## src/rtl/button_debounce_in_pkg.sv

```systemverilog
// button_debounce_in_pkg: shared pad-input FSM encoding and default timing constants
package button_debounce_in_pkg;
  typedef enum logic [1:0] {
    IDLE       = 2'd0,
    PRESS_WAIT = 2'd1,
    HELD       = 2'd2,
    REL_WAIT   = 2'd3
  } deb_state_t;
  localparam int DEF_DEB_CYCLES  = 120000;
  localparam int DEF_LONG_CYCLES = 12000000;
endpackage

```

## src/rtl/sync_2ff.sv

```systemverilog
// sync_2ff: two-stage synchronizer with configurable reset level
module sync_2ff #(
  parameter logic RST_VAL = 1'b0
) (
  input  logic clk,
  input  logic rst,
  input  logic d,
  output logic q
);
  logic s1;
  always_ff @(posedge clk)
    if (rst) {q, s1} <= {2{RST_VAL}};
    else     {q, s1} <= {s1, d};
endmodule

```

## src/rtl/button_debounce_in.sv

```systemverilog
// button_debounce_in: debounces a raw push-button pad into a level plus press/release/long pulses
module button_debounce_in
  import button_debounce_in_pkg::*;
#(
  parameter int DEB_CYCLES  = DEF_DEB_CYCLES,
  parameter int LONG_CYCLES = DEF_LONG_CYCLES,
  parameter bit ACTIVE_LOW  = 1'b1
) (
  input  logic clk,
  input  logic rst,
  input  logic btn_pad,
  output logic pressed,
  output logic press_pulse,
  output logic release_pulse,
  output logic long_pulse
);
  localparam int DW = $clog2(DEB_CYCLES);
  localparam int LW = $clog2(LONG_CYCLES + 1);
  if (DEB_CYCLES < 2 || LONG_CYCLES <= DEB_CYCLES) begin : g_bad_params
    $error("button_debounce_in: need DEB_CYCLES >= 2 and LONG_CYCLES > DEB_CYCLES");
  end
  deb_state_t state_q, state_d;
  logic [DW-1:0] deb_q, deb_d, deb_inc;
  logic [LW-1:0] long_q, long_d;
  logic synced, raw_p, deb_done, long_run, press_d, rel_d, lp_d;
  sync_2ff #(.RST_VAL(ACTIVE_LOW)) u_sync (
    .clk(clk),
    .rst(rst),
    .d  (btn_pad),
    .q  (synced)
  );
  assign raw_p   = synced ^ ACTIVE_LOW;
  assign pressed = state_q[1];
  always_comb begin
    state_d  = state_q;
    press_d  = 1'b0;
    rel_d    = 1'b0;
    deb_inc  = (deb_q == DW'(DEB_CYCLES - 1)) ? deb_q : deb_q + 1'b1;
    deb_done = deb_inc == DW'(DEB_CYCLES - 1);
    long_run = state_q == HELD || state_q == REL_WAIT;
    long_d   = (long_run && long_q != LW'(LONG_CYCLES)) ? long_q + 1'b1 : long_q;
    lp_d     = long_run && long_q == LW'(LONG_CYCLES - 1);
    case (state_q)
      IDLE:       state_d = raw_p ? PRESS_WAIT : IDLE;
      PRESS_WAIT: begin
        if (!raw_p) state_d = IDLE;
        else if (deb_done) begin
          state_d = HELD;
          press_d = 1'b1;
          long_d  = '0;
        end
      end
      HELD:       state_d = raw_p ? HELD : REL_WAIT;
      REL_WAIT: begin
        if (raw_p) state_d = HELD;
        else if (deb_done) begin
          state_d = IDLE;
          rel_d   = 1'b1;
          lp_d    = 1'b0;
        end
      end
      default:    state_d = IDLE;
    endcase
    // only the two wait states debounce; any state change restarts the count
    deb_d = (state_d != state_q || !state_q[0]) ? '0 : deb_inc;
  end
  always_ff @(posedge clk)
    if (rst) begin
      state_q       <= IDLE;
      deb_q         <= '0;
      long_q        <= '0;
      press_pulse   <= 1'b0;
      release_pulse <= 1'b0;
      long_pulse    <= 1'b0;
    end else begin
      state_q       <= state_d;
      deb_q         <= deb_d;
      long_q        <= long_d;
      press_pulse   <= press_d;
      release_pulse <= rel_d;
      long_pulse    <= lp_d;
    end
endmodule

```

## config.mk

```make
export PLATFORM = sky130hd
export DESIGN_NAME = button_debounce_in
export DESIGN_NICKNAME = d
export VERILOG_FILES = /design/src/rtl/button_debounce_in_pkg.sv /design/src/rtl/sync_2ff.sv /design/src/rtl/button_debounce_in.sv
export SDC_FILE = /design/constraint.sdc
export NUM_CORES = 1
export LEC_CHECK = 0
export ABC_AREA = 0
export CAP_MARGIN = 20
export CORE_MARGIN = 2
export CORE_UTILIZATION = 50
export DETAILED_ROUTE_END_ITERATION = 12
export PLACE_DENSITY = 0.71
export SLEW_MARGIN = 20
export SYNTH_ARGS = -nofsm -noshare
export SYNTH_HDL_FRONTEND = slang
export SYNTH_SLANG_ARGS = --single-unit
```

## constraint.sdc

```tcl
create_clock -name clk -period 3.8 [get_ports clk]
set_input_delay 0.76 -clock clk [delete_from_list [all_inputs] [get_ports clk]]
set_output_delay 0.76 -clock clk [all_outputs]
set_load 0.01 [all_outputs]
```

Word level (Yosys, flattened, before mapping)
Index checks and enable logic that the tools add are counted.
{"block": "word_totals", "input_bits": 3, "output_inout_bits": 4, "reg_bits": 48}
{"block": "op_classes", "mux": 16, "n_reduce_logical": 9, "bitwise_logic": 3, "n_addsub": 2, "eq_ne": 8}
{"operator": "$mux 24", "count": 4}
{"operator": "$eq 17x17->1 const B", "count": 2}
{"operator": "$add 24x1->24 const B", "count": 1}
{"operator": "$eq 24x24->1 const B", "count": 1}
{"operator": "$ne 24x24->1 const B", "count": 1}
{"operator": "$add 17x1->17 const B", "count": 1}
{"operator": "$mux 17", "count": 1}
{"operator": "$mux 2", "count": 4}
{"operator": "$pmux 2 s4", "count": 1}
{"operator": "$mux 1", "count": 6}
{"operator": "$reduce_or 3->1", "count": 2}
{"operator": "$eq 2x2->1 const B", "count": 2}
{"operator": "$not 1->1", "count": 3}
{"operator": "$eq 2x1->1 const B", "count": 1}
{"operator": "$logic_and 1x1->1", "count": 2}
{"operator": "$logic_not 2->1", "count": 1}
{"operator": "$logic_or 1x1->1", "count": 2}
{"operator": "$ne 2x2->1", "count": 1}
{"operator": "$reduce_or 2->1", "count": 1}
{"operator": "$logic_not 1->1", "count": 1}

Logic depth before layout (Yosys ltp)
Gate-level depths: netlist (run 1).
{"block": "depth", "depth_word": 9, "mapped_depth": 8, "ltp_nobuf": 8}

Cells and area by module
Synthesis (run 1) repeated with hierarchy kept, for this count alone.
{"block": "unflattened", "hier_cells": 316, "hier_area_um2": 2800.2}
{"module": "button_debounce_in", "area_each_um2": 2747.6, "cells_per_inst": 312, "seq_area_each_um2": 920.9, "instances": 1}
{"module": "sync_2ff", "area_each_um2": 52.6, "cells_per_inst": 4, "seq_area_each_um2": 40.0, "instances": 1}

Worst setup path before layout (run 1)
OpenSTA, ideal clock, no wires.
{"block": "synth_path", "path_type": "flip-flop to flip-flop", "startpoint": "register deb_q[1]", "endpoint": "register long_pulse", "path_slack_ns": 1.133, "n_path_buf": 0, "t_arrival_ns": 2.551, "stages_incl_launch_ff": 8, "required_ns": 3.684, "period_less_slack_ns": 2.667, "setup_ns": 0.116, "path_cell_list": "dfxtp_1 ha_1 nand3_2 nor3_2 a211oi_1 or4_4 or4b_4 o211a_1"}
{"block": "synth_between", "elab_chain_cells": 6}
{"item": "start: declaration", "line_no": "button_debounce_in.sv:23", "rtl": "logic [DW-1:0] deb_q, deb_d, deb_inc;"}
{"item": "start signal: assignment", "line_no": "button_debounce_in.sv:70", "rtl": "deb_q <= '0;"}
{"item": "start signal: assignment", "line_no": "button_debounce_in.sv:77", "rtl": "deb_q <= deb_d;"}
{"item": "$add 17x1->17 / $eq 17x17->1 (equally long branches)", "line_no": "button_debounce_in.sv:38", "rtl": "deb_inc = (deb_q == DW'(DEB_CYCLES - 1)) ? deb_q : deb_q + 1'b1;"}
{"item": "$mux 17 *", "line_no": "button_debounce_in.sv:38"}
{"item": "$eq 17x17->1 *", "line_no": "button_debounce_in.sv:39", "rtl": "deb_done = deb_inc == DW'(DEB_CYCLES - 1);"}
{"item": "$mux 1 *", "line_no": "button_debounce_in.sv:56", "rtl": "else if (deb_done) begin"}
{"item": "$mux 1 *", "line_no": "button_debounce_in.sv:55", "rtl": "if (raw_p) state_d = HELD;"}
{"item": "$mux 1 *", "line_no": "button_debounce_in.sv:43", "rtl": "case (state_q)"}
{"item": "end signal: assignment", "line_no": "button_debounce_in.sv:81", "rtl": "long_pulse <= lp_d;"}
{"item": "end: declaration", "line_no": "button_debounce_in.sv:15", "rtl": "output logic long_pulse"}
Every way passes the cells marked *; elsewhere a longest branch is shown, timed or not.
A chain may end at the register's enable or synchronous reset.

Final worst setup path (run 1)
{"block": "layout_path", "startpoint": "register deb_q[0]", "endpoint": "register deb_q[7]"}
{"block": "layout_between", "elab_chain_cells": 9}
{"item": "$add 17x1->17 / $eq 17x17->1 (equally long branches)", "line_no": "button_debounce_in.sv:38"}
{"item": "$mux 17 *", "line_no": "button_debounce_in.sv:38"}
{"item": "$eq 17x17->1", "line_no": "button_debounce_in.sv:39"}
{"item": "$mux 2, on equally long branches", "line_no": "button_debounce_in.sv:56, button_debounce_in.sv:47"}
{"item": "$mux 2, on equally long branches", "line_no": "button_debounce_in.sv:55, button_debounce_in.sv:46"}
{"item": "$pmux 2 s4", "line_no": "button_debounce_in.sv:43"}
{"item": "$ne 2x2->1", "line_no": "button_debounce_in.sv:65", "rtl": "deb_d = (state_d != state_q || !state_q[0]) ? '0 : deb_inc;"}
{"item": "$logic_or 1x1->1", "line_no": "button_debounce_in.sv:65"}
{"item": "$reduce_or 2->1 (no source line)"}
Marked as above.

==> key figures, run 1 <==
Global route
  • Grt met2 use: 0.337
  • Largest net degree at the start of global routing: 31
  • Vias in the first global route: ~2000
  • Initial antenna violation count: 0
  • GRT Max-Usage Layer: met2
  • M3 GR Usage: 0.0375
  • Met1 Use GR: 0.234
  • First-pass GRT wire length: about 8400 um
  • Global Route Usage Sum: 0.191
  • Gr ovfl total: 0

Setup path
  • Critical path fanouts, max: 8
  • Slowest stage delay, CP: approximately 600 ps
  • Startpoint types: flop
  • Crit-path cells: ha_1, nand3_2, nor3_2, a211oi_1, or4_4, nor4_2, buf_4, nor3_1
  • Worst EP required: 3950 ps
  • R2r worst-path depth: 8
  • CP Buf/Inv Count: 1
  • WP data arrival: about 3200 ps
  • Register-to-register setup slack: 730 ps
  • Crit path depth: 8
  • Critical-path top delay cell: or4_4
  • Critical path class: reg -> reg
  • CP endpoint kind: flop
  • Critical path's top delay family: simple AND/OR/NAND/NOR gates

Hold path
  • Hold Crit Depth: 1
  • Hold WC Path Type: reg -> reg

STA
  • Clock Skew: 9.14 ps
  • Final setup vio count: 0
  • Fin crit share: 0.807
  • Worst Tran Pin Value: ~660 ps
  • WHS: between 400 and 500 ps
  • Relative max-transition margin: 0.558
  • RSZ-0062 raised after global routing: false
  • Final Hold Viols: 0
  • Tmin final: 3070 ps
  • Slew Limit Fails: 0
  • Fmax: 326 MHz
  • TNS Setup: 0 ps

Yosys
  • Synth Area in Adders: 0.0149
  • Yosys top cell area share: 0.382
  • Synth warnings: 0
  • XOR/XNOR Fraction of Synth Area: 0.129
  • Ys async rst share: 0
  • Cell Area, Synth: 2520 um2
  • Post-synth EDFFs: 0
  • Syn_area_per_cell: ~8.5 um2
  • Area fraction in and, or, nand and nor cells after synthesis: 0.358
  • Post-synthesis mux area share: 0.00795
  • Cells after synthesis: a little under 300
  • Area contributors post-synth: dfxtp_1 (38%), xnor2_1 (11%), nor3_1 (8.7%)
  • Yosys reg bits: 48
  • Largest family of logic cells by synthesized area: simple AND/OR/NAND/NOR gates
  • Synth area leader: dfxtp_1
  • Synth Flop Type: dfxtp_1
  • Synth Net Count: 302
  • Netlist cell types: between 40 and 50
  • Seq/Total Area, Yosys: 0.382
  • Compound-cell area share of the yosys netlist: 0.0631

Place
  • Placed cell count: 360
  • Post-DP HPWL: roughly 3400 um
  • Routability cong.: between 0.9 and 1
  • I/O Buffers: 6

Detailed routing
  • Vias/cell: ~5.5
  • DRT Pass-1 Iters: 4
  • Post-detailed-routing wire length: just under 5000 um
  • Wire per inst: between 10 and 15 um
  • DR DRC count: 0
  • Detailed-route via count: 2028
  • Iteration-0 DRC Markers: about 110
  • Antenna Violating Nets Remaining: 0

CTS
  • Clk_lat worst skew: about 290 ps
  • CTS Buffer Depth: 2
  • Number of hold buffers added after cts: 0
  • CTS tree: done
  • Clock-pin slew on the worst setup and hold paths: around 90 ps
  • CTS Root Cell: clkbuf_8
  • Sink Count: 48
  • CTS Buf Count: 5
  • Post-CTS Setup Inserts: 0
  • PostCTS Resize Cnt: 0
  • Htree depth: 2

Job
  • Max-Cap Viols: 0

Cells and area
  • Commonest cells after routing, fill and taps aside: dfxtp_1 (48), nor3_1 (44), xnor2_1 (33), nor2_1 (28), nand2_1 (26)
  • Final core occ: 0.567
  • NumNets Final: between 300 and 400
  • Commonest non-fill, non-tap cell in the layout: dfxtp_1
  • Fin cells: 367
  • Layout cell share with drive strength beyond 1: 0.0900
  • N_diodes: 0
  • Area delta synth->final: 7.70%
  • Filler cells: between 400 and 500

Die
  • # rows: 25
  • Die area: about 5600 um2
  • Starting density of the core: 0.526
  • Core Box Area: between 4000 and 5000 um2
  • Die X-Extent: around 75 um
  • Ports: 7
  • Chip height: roughly 75 um

Power
  • Sequential fraction of design power: 0.633
  • Peak VDD IR: roughly 0.17 mV
  • Net Sw Frac: 0.206
  • Comb power frac: 0.014
  • P_int: between 0.0006 and 0.0007 W
  • Sw Pwr: roughly 0.00016 W
  • PwrDens: roughly 290 nW/um2
  • Lkg Pwr: a little over 0.8 nW
  • Clock power share: 0.354

Status
  • Outcome: completed
[metrics by stage]
step | instance area [um2] | power, W | setup WS, ps
finish | 2710 | 0.000798 | 735
global route | 2710 | 0.000827 | 479
CTS | 2710 | 0.000810 | 748
detailed placement | 2640 | 0.000527 | 754
global placement | 2640 | 0.000527 | 865
floorplan | 2520 | 0.000523 | 1130
[power by group through the flow]
| stage | Combinational, W | Sequential (W) | Clock [W] |
|---|---|---|---|
| after floorplan | 0.00000696 | 0.000516 | 0 |
| after global placement | 0.0000109 | 0.000516 | 0 |
| after detailed placement | 0.0000110 | 0.000516 | 0 |
| after CTS | 0.0000110 | 0.000504 | 0.000295 |
| after global routing | 0.0000121 | 0.000505 | 0.000310 |
| final | 0.0000109 | 0.000505 | 0.000282 |
[metal layers]
layer	vias to the layer above	wire length [um]
met4	0	48
met3	5	150
met5	-	0
li1	1057	-
met1	936	2370
met2	30	2290
[cell usage after synthesis (4+ instances only)]
master	number
nor2_1	28
nand3_1	9
nor4_1	5
dfxtp_1	48
buf_2	6
a211oi_1	4
xnor2_1	33
nand4_1	9
a21oi_1	7
nand2_1	26
nor3_1	44
xor2_1	4
inv_1	16
clkbuf_1	5
[worst reg2reg max path: cells and delay by family, from the launching register on]
| family | cells | cell delay (ps) |
|---|---|---|
| flip-flops | 1 | 500 |
| AND/OR/NAND/NOR | 5 | 1720 |
| adder cells (fa/ha/maj) | 1 | 320 |
| buffers and inverters | 1 | 260 |
| AO/OA/AOI/OAI | 1 | 140 |
[worst paths after layout]
path / from / to
worst max-delay path: deb_q[0] / deb_q[7]
worst min-delay path: u_sync.s1 / u_sync.q
worst max register to register: deb_q[0] / deb_q[7]
worst min register to register: u_sync.s1 / u_sync.q
[logic make-up after synthesis]
| group | count (synthesis) |
|---|---|
| AO/OA/AOI/OAI | 24 |
| XOR/XNOR | 37 |
| adder cells (fa/ha/maj) | 3 |
| buffers and inverters | 28 |
| flip-flops | 48 |
| multiplexers | 2 |
| AND/OR/NAND/NOR | 154 |
[area by class of cell]
type | count | area, um2 | share of cell area
inverters | 16 | 60.1 | 0.0221
well taps | 67 | 83.8 | 0.0309
repair buffers | 9 | 82.6 | 0.0304
clock buffers | 6 | 72.6 | 0.0268
multi-input cells | 220 | 1450 | 0.534
flip-flops and latches | 48 | 961 | 0.354
clock inverters | 1 | 5.00 | 0.00185
[sequential cells by signal (all words and copies together), names as in the netlist]
register       cells
long_pulse         1
state_q            2
release_pulse      1
press_pulse        1
deb_q             17
u_sync.s1          1
long_q            24
u_sync.q           1
No activity file was read; power rests on OpenSTA's default activity.
==> inputs of run 2 (changes only) <==
- PLACE_DENSITY: 0.71 -> 0.73
- clock period: 3.8 -> 2.5 ns (I/O delays scaled with it)
==> key figures, run 2 (synthesized netlist as in run 1, its figures left out) <==
Setup path
  • Register-to-register setup slack: -30 ps (was 730 ps)
  • Critical path fanouts, max: 6 (was 8)
  • Startpoint types: flop (unchanged)
  • Crit-path cells: ha_4, nand4_4, nor4_4, xnor2_2, or4_4, buf_6, nor4_4, buf_6, buf_8, nor3_2 (was ha_1, nand3_2, nor3_2, a211oi_1, or4_4, nor4_2, buf_4, nor3_1)
  • Crit path from: deb_q[1] (was deb_q[0])
  • R2R Path Start: deb_q[1] (was deb_q[0])
  • Critical path class: reg -> reg (unchanged)
  • WP data arrival: 2720 ps (was 3220 ps)
  • CP endpoint kind: flop (unchanged)
  • Worst EP required: 2690 ps (was 3950 ps)
  • Critical-path top delay cell: or4_4 (unchanged)
  • Slowest stage delay, CP: 440 ps (was 600 ps)

CTS
  • CTS Root Cell: clkbuf_8 (unchanged)
  • Clk_lat worst skew: 310 ps (was 290 ps)
  • CTS Buffer Depth: 2 (unchanged)
  • CTS tree: done (unchanged)
  • CTS Buf Count: 5 (unchanged)
  • Clock-pin slew on the worst setup and hold paths: 90 ps (about the same)
  • Sink Count: 48 (unchanged)
  • Htree depth: 2 (unchanged)
  • Number of hold buffers added after cts: 0 (unchanged)

Job
  • Max-Cap Viols: 0 (unchanged)

Power
  • PwrDens: 377 nW/um2 (was 294 nW/um2)
  • Comb power frac: 0.015 (was 0.014)
  • Net Sw Frac: 0.217 (was 0.206)
  • Lkg Pwr: 1.16 nW (was 0.824 nW)
  • Sequential fraction of design power: 0.601 (was 0.633)
  • P_int: 0.000993 W (was 0.000633 W)
  • Sw Pwr: 0.000275 W (was 0.000165 W)
  • Clock power share: 0.384 (was 0.354)
  • Peak VDD IR: 0.289 mV (was 0.170 mV)

Global route
  • Vias in the first global route: 2347 (was 1962)
  • Gr ovfl total: 0 (unchanged)
  • Initial antenna violation count: 0 (unchanged)
  • Global Route Usage Sum: 0.242 (was 0.191)
  • First-pass GRT wire length: 10200 um (was 8440 um)
  • Largest net degree at the start of global routing: 30 (was 31)

Cells and area
  • Top flop regs: long_q: 24 flops, deb_q: 17 flops, state_q: 2 flops (unchanged)
  • Commonest non-fill, non-tap cell in the layout: buf_4 (was dfxtp_1)
  • Layout cell share with drive strength beyond 1: 0.322 (was 0.0900)
  • Max reg flops: 24 (unchanged)
  • Register with the most flip-flops: long_q (unchanged)
  • Commonest cells after routing, fill and taps aside: buf_4 (46), dfxtp_1 (34), xnor2_1 (32), nor3_1 (31), nor2_1 (28) (was dfxtp_1 (48), nor3_1 (44), xnor2_1 (33), nor2_1 (28), nand2_1 (26))
  • NumNets Final: 356 (was 306)
  • Filler cells: 372 (was 432)
  • Reg area: 988 um2 (was 961 um2)
  • N_diodes: 0 (unchanged)
  • Area delta synth->final: 33.6% (was 7.70%)
  • Multi-input gate area: 1630 um2 (was 1450 um2)

Hold path
  • Hold WC Path Type: reg -> reg (unchanged)
  • Worst Hold Launch: u_sync.s1 (unchanged)

Detailed routing
  • Antenna Violating Nets Remaining: 0 (unchanged)
  • DR DRC count: 0 (unchanged)
  • Post-detailed-routing wire length: 6060 um (was 4850 um)
  • Iteration-0 DRC Markers: 102 (was 113)
  • Wire per inst: 14.5 um (was 13.2 um)
  • Vias/cell: 5.51 (was 5.53)
  • Detailed-route via count: 2302 (was 2028)
  • DRT Pass-1 Iters: 4 (unchanged)

STA
  • Fin crit share: 1.01 (was 0.807)
  • Final setup vio count: 19 (was 0)
  • Clock Skew: 6.20 ps (was 9.14 ps)
  • Setup slack after layout: -31.0 ps (was 735 ps)
  • Fmax: 395 MHz (was 326 MHz)
  • Tmin final: 2530 ps (was 3070 ps)
  • Relative max-transition margin: 0.451 (was 0.558)
  • TNS Setup: -339 ps (was 0 ps)
  • Final Hold Viols: 0 (unchanged)
  • Worst Tran Pin Value: 813 ps (was 662 ps)
  • RSZ-0062 raised after global routing: true (was false)
  • Slew Limit Fails: 0 (unchanged)

Die
  • Starting density of the core: 0.526 (unchanged)
  • # rows: 25 (unchanged)
  • Die area: 5620 um2 (unchanged)
  • Ports: 7 (unchanged)
  • Die X-Extent: 75.0 um (unchanged)
  • Chip height: 75.0 um (unchanged)
  • Core Box Area: 4790 um2 (unchanged)

Place
  • Place WS: -45.1 ps (was 754 ps)
  • Post-DP HPWL: 3830 um (was 3390 um)
  • Routability cong.: 0.908 (was 0.902)
  • I/O Buffers: 6 (unchanged)

Status
  • Outcome: finished with violations (was completed)
  • Failing checks: negative setup slack
==> run 2: cell types whose count changed in the layout (fill, tap and decap cells not counted), sizes merged <==
cell and change:
buf +50, clkbuf +1, clkinv -1, clkinvlp +1
==> run 2: area by class of cell <==
class / instances / area share
multi-input combinational: 220 / 0.485
clock buffer: 7 / 0.0257
timing repair buffer: 59 / 0.151
tap: 67 / 0.0249
inverter: 16 / 0.0178
sequential: 48 / 0.294
clock inverter: 1 / 0.00223
==> run 2: worst max-delay path, delay by kind of cell (launching register included) <==
| kind | cells | cell delay [ps] |
|---|---|---|
| adder cells (fa/ha/maj) | 1 | 160 |
| buffers and inverters | 3 | 450 |
| XOR/XNOR | 1 | 130 |
| AND/OR/NAND/NOR | 5 | 1280 |
| flip-flops | 1 | 390 |
==> run 2: power groups by stage <==
stage	Clock [W]	Combinational [W]	Sequential [W]
after floorplan	0	0.0000106	0.000784
after global placement	0	0.0000169	0.000785
after detailed placement	0	0.0000170	0.000785
after CTS	0.000503	0.0000172	0.000764
after global routing	0.000530	0.0000212	0.000763
final	0.000487	0.0000193	0.000762
==> run 2: timing repair <==
| item | CTS | global route |
|---|---|---|
| pin swaps | 7 | 13 |
| resized for setup | 26 | 27 |
| gates cloned | 3 | 0 |
| buffers inserted | 21 | 1 |
| setup endpoints to repair | 38 | 39 |
==> run 2: worst paths after layout <==
kind                                    to  cells after the start
worst min-delay path              u_sync.q                      1
worst max-delay path            long_q[19]                     10
worst max register to register  long_q[19]                     10
worst min register to register    u_sync.q                      1
==> run 2: stage by stage <==
stage | instances | power, W | util | hold slack (ps) | instance area, um2
2_1_floorplan | 296 | 0.000795 | - | 389 | 2550
3_3_place_gp | 388 | 0.000802 | 0.604 | 394 | 2890
3_5_place_dp | 388 | 0.000802 | 0.604 | 398 | 2890
4_1_cts | 420 | 0.00128 | 0.691 | 421 | 3310
5_1_grt | 418 | 0.00131 | 0.703 | 463 | 3370
6_report | 418 | 0.00127 | 0.703 | 416 | 3370
==> run 2: per-layer routing <==
metal	part of all wire	global-route usage	routed length (um)	vias up
li1	-	-	-	1158
met1	0.43	0.267	2590	1087
met2	0.52	0.425	3140	39
met3	0.022	0.0442	132	18
met4	0.033	0.151	197	0
met5	0	0	0	-
==> inputs of run 3 (changes only) <==
- CTS_BUF_LIST: not set -> sky130_fd_sc_hd__clkbuf_8
- SLEW_MARGIN: 20 -> 10
==> key figures, run 3 (synthesized netlist as in run 1, its figures left out) <==
Die
  • Core Box Area: 4790 um2 (unchanged)
  • Starting density of the core: 0.526 (unchanged)
  • # rows: 25 (unchanged)
  • Chip height: 75.0 um (unchanged)
  • Ports: 7 (unchanged)
  • Die area: 5620 um2 (unchanged)
  • Die X-Extent: 75.0 um (unchanged)

CTS
  • Sink Count: 48 (unchanged)
  • CTS Buffer Depth: 2 (unchanged)
  • Clk_lat worst skew: 310 ps (about the same)
  • Htree depth: 2 (unchanged)
  • Number of hold buffers added after cts: 0 (unchanged)
  • CTS Buf Count: 5 (unchanged)
  • CTS Root Cell: clkbuf_8 (unchanged)
  • CTS tree: done (unchanged)
  • Clock-pin slew on the worst setup and hold paths: 90 ps (about the same)

Cells and area
  • Top flop regs: long_q: 24 flops, deb_q: 17 flops, state_q: 2 flops (unchanged)
  • Fin cells: 418 (unchanged)
  • Commonest cells after routing, fill and taps aside: buf_4 (46), dfxtp_1 (34), xnor2_1 (32), nor3_1 (31), nor2_1 (28) (unchanged)
  • Max reg flops: 24 (unchanged)
  • Layout cell share with drive strength beyond 1: 0.322 (unchanged)
  • Area delta synth->final: 33.6% (unchanged)
  • NumNets Final: 356 (unchanged)
  • N_diodes: 0 (unchanged)
  • Commonest non-fill, non-tap cell in the layout: buf_4 (unchanged)
  • Register with the most flip-flops: long_q (unchanged)
  • Final Cell Area: 3370 um2 (unchanged)

Global route
  • Largest net degree at the start of global routing: 30 (unchanged)
  • Global Route Usage Sum: 0.242 (unchanged)
  • Gr ovfl total: 0 (unchanged)
  • First-pass GRT wire length: 10200 um (unchanged)
  • Vias in the first global route: 2347 (unchanged)
  • Initial antenna violation count: 0 (unchanged)

Detailed routing
  • DR DRC count: 0 (unchanged)
  • Wire per inst: 14.5 um (about the same)
  • DRT Pass-1 Iters: 4 (unchanged)
  • Post-detailed-routing wire length: 6060 um (about the same)
  • Vias/cell: 5.50 (was 5.51)
  • Iteration-0 DRC Markers: 115 (was 102)
  • Detailed-route via count: 2301 (was 2302)
  • Antenna Violating Nets Remaining: 0 (unchanged)

Job
  • Max-Cap Viols: 0 (unchanged)

Power
  • Peak VDD IR: 0.289 mV (about the same)
  • PwrDens: 376 nW/um2 (was 377 nW/um2)
  • Power consumption: 0.00126 W (was 0.00127 W)
  • Lkg Pwr: 1.16 nW (about the same)

Status
  • Failing checks: negative setup slack (unchanged)
  • Outcome: finished with violations (unchanged)

Place
  • Place WS: -45.1 ps (unchanged)
  • Cell Area, Placed: 2890 um2 (unchanged)
  • Placed cell count: 388 (unchanged)
  • Post-DP HPWL: 3830 um (unchanged)
  • Routability cong.: 0.908 (unchanged)
  • I/O Buffers: 6 (unchanged)

Hold path
  • Worst Hold Launch: u_sync.s1 (unchanged)
  • Hold WC Path Type: reg -> reg (unchanged)
  • WHS Endpoint: u_sync.q (unchanged)
  • Hold Crit Depth: 1 (unchanged)

STA
  • Clock Skew: 6.35 ps (was 6.20 ps)
  • Relative max-transition margin: 0.451 (unchanged)
  • TNS Setup: -336 ps (was -339 ps)
  • Slew Limit Fails: 0 (unchanged)
  • RSZ-0062 raised after global routing: true (unchanged)
  • Setup slack after layout: -30.7 ps (was -31.0 ps)
  • Fin crit share: 1.01 (about the same)
  • Final Hold Viols: 0 (unchanged)
  • Tmin final: 2530 ps (about the same)
  • Fmax: 395 MHz (about the same)
  • Final setup vio count: 19 (unchanged)
  • Worst Tran Pin Value: 813 ps (unchanged)

Setup path
  • WP data arrival: 2720 ps (about the same)
  • Crit-path cells: ha_4, nand4_4, nor4_4, xnor2_2, or4_4, buf_6, nor4_4, buf_6, buf_8, nor3_2 (unchanged)
  • Worst R2R End: long_q[19] (unchanged)
  • Register-to-register setup slack: -30 ps (about the same)
  • Startpoint types: flop (unchanged)
  • Critical path fanouts, max: 6 (unchanged)
  • Slowest stage delay, CP: 440 ps (about the same)
  • Critical-path top delay cell: or4_4 (unchanged)
  • Critical path class: reg -> reg (unchanged)
  • CP endpoint kind: flop (unchanged)
  • R2R Path Start: deb_q[1] (unchanged)
  • Worst EP required: 2690 ps (about the same)
  • R2r worst-path depth: 10 (unchanged)
[run 3: cell types whose count changed in the layout (fill, tap and decap cells not counted)]
| cell | change |
|---|---|
| clkbuf_1 | -1 |
| inv_1 | +1 |
[run 3: report_power, final]
group / switching [W] / total (W) / internal, W
registers: 0.000000861 / 0.000762 / 0.000761
logic: 0.0000127 / 0.0000193 / 0.00000662
clock network: 0.000262 / 0.000483 / 0.000221
total: 0.000276 / 0.00126 / 0.000989
[run 3: routing by layer]
metal | GRT usage | up-vias | routed length [um]
met3 | 0.0442 | 18 | 132
met2 | 0.425 | 39 | 3140
met4 | 0.151 | 0 | 197
met1 | 0.267 | 1086 | 2590
li1 | - | 1158 | -
met5 | 0 | - | 0
[run 3: cell type report]
class / count / area [um2]
clock buffer: 6 / 82.6
inverter: 16 / 60.1
fill: 372 / 1420
sequential: 48 / 988
timing repair buffer: 59 / 508
tap: 67 / 83.8
clock inverter: 2 / 11.3
multi-input combinational: 220 / 1630
[run 3: what timing repair did]
action | CTS | global route
pin swaps | 7 | 13
setup endpoints to repair | 38 | 39
buffers inserted | 21 | 1
cloned | 3 | 0
resized for setup | 26 | 27
[run 3: worst max-delay path by stage]
stage / depth (start not counted) / slack [ps] / end / start
final: 10 / -30 / long_q[19] / deb_q[1]
after global routing: 10 / -130 / long_q[22] / deb_q[1]
after CTS: 10 / 4 / long_q[12] / deb_q[8]
after detailed placement: 9 / -50 / long_q[4] / deb_q[0]
after global placement: 6 / 3 / long_pulse / deb_q[0]
after floorplan: 7 / 20 / long_pulse / deb_q[12]
[run 3: metrics by stage]
step | hold WS (ps) | utilization
finish | 416 | 0.703
global route | 463 | 0.703
CTS | 421 | 0.691
detailed placement | 398 | 0.604
global placement | 394 | 0.604
floorplan | 389 | -
[run 3: critical path: cells and delay by family, from the launching register on]
kind	cells	cell delay [ps]
AND/OR/NAND/NOR	5	1280
flip-flops	1	390
adder cells (fa/ha/maj)	1	160
XOR/XNOR	1	130
buffers and inverters	3	450
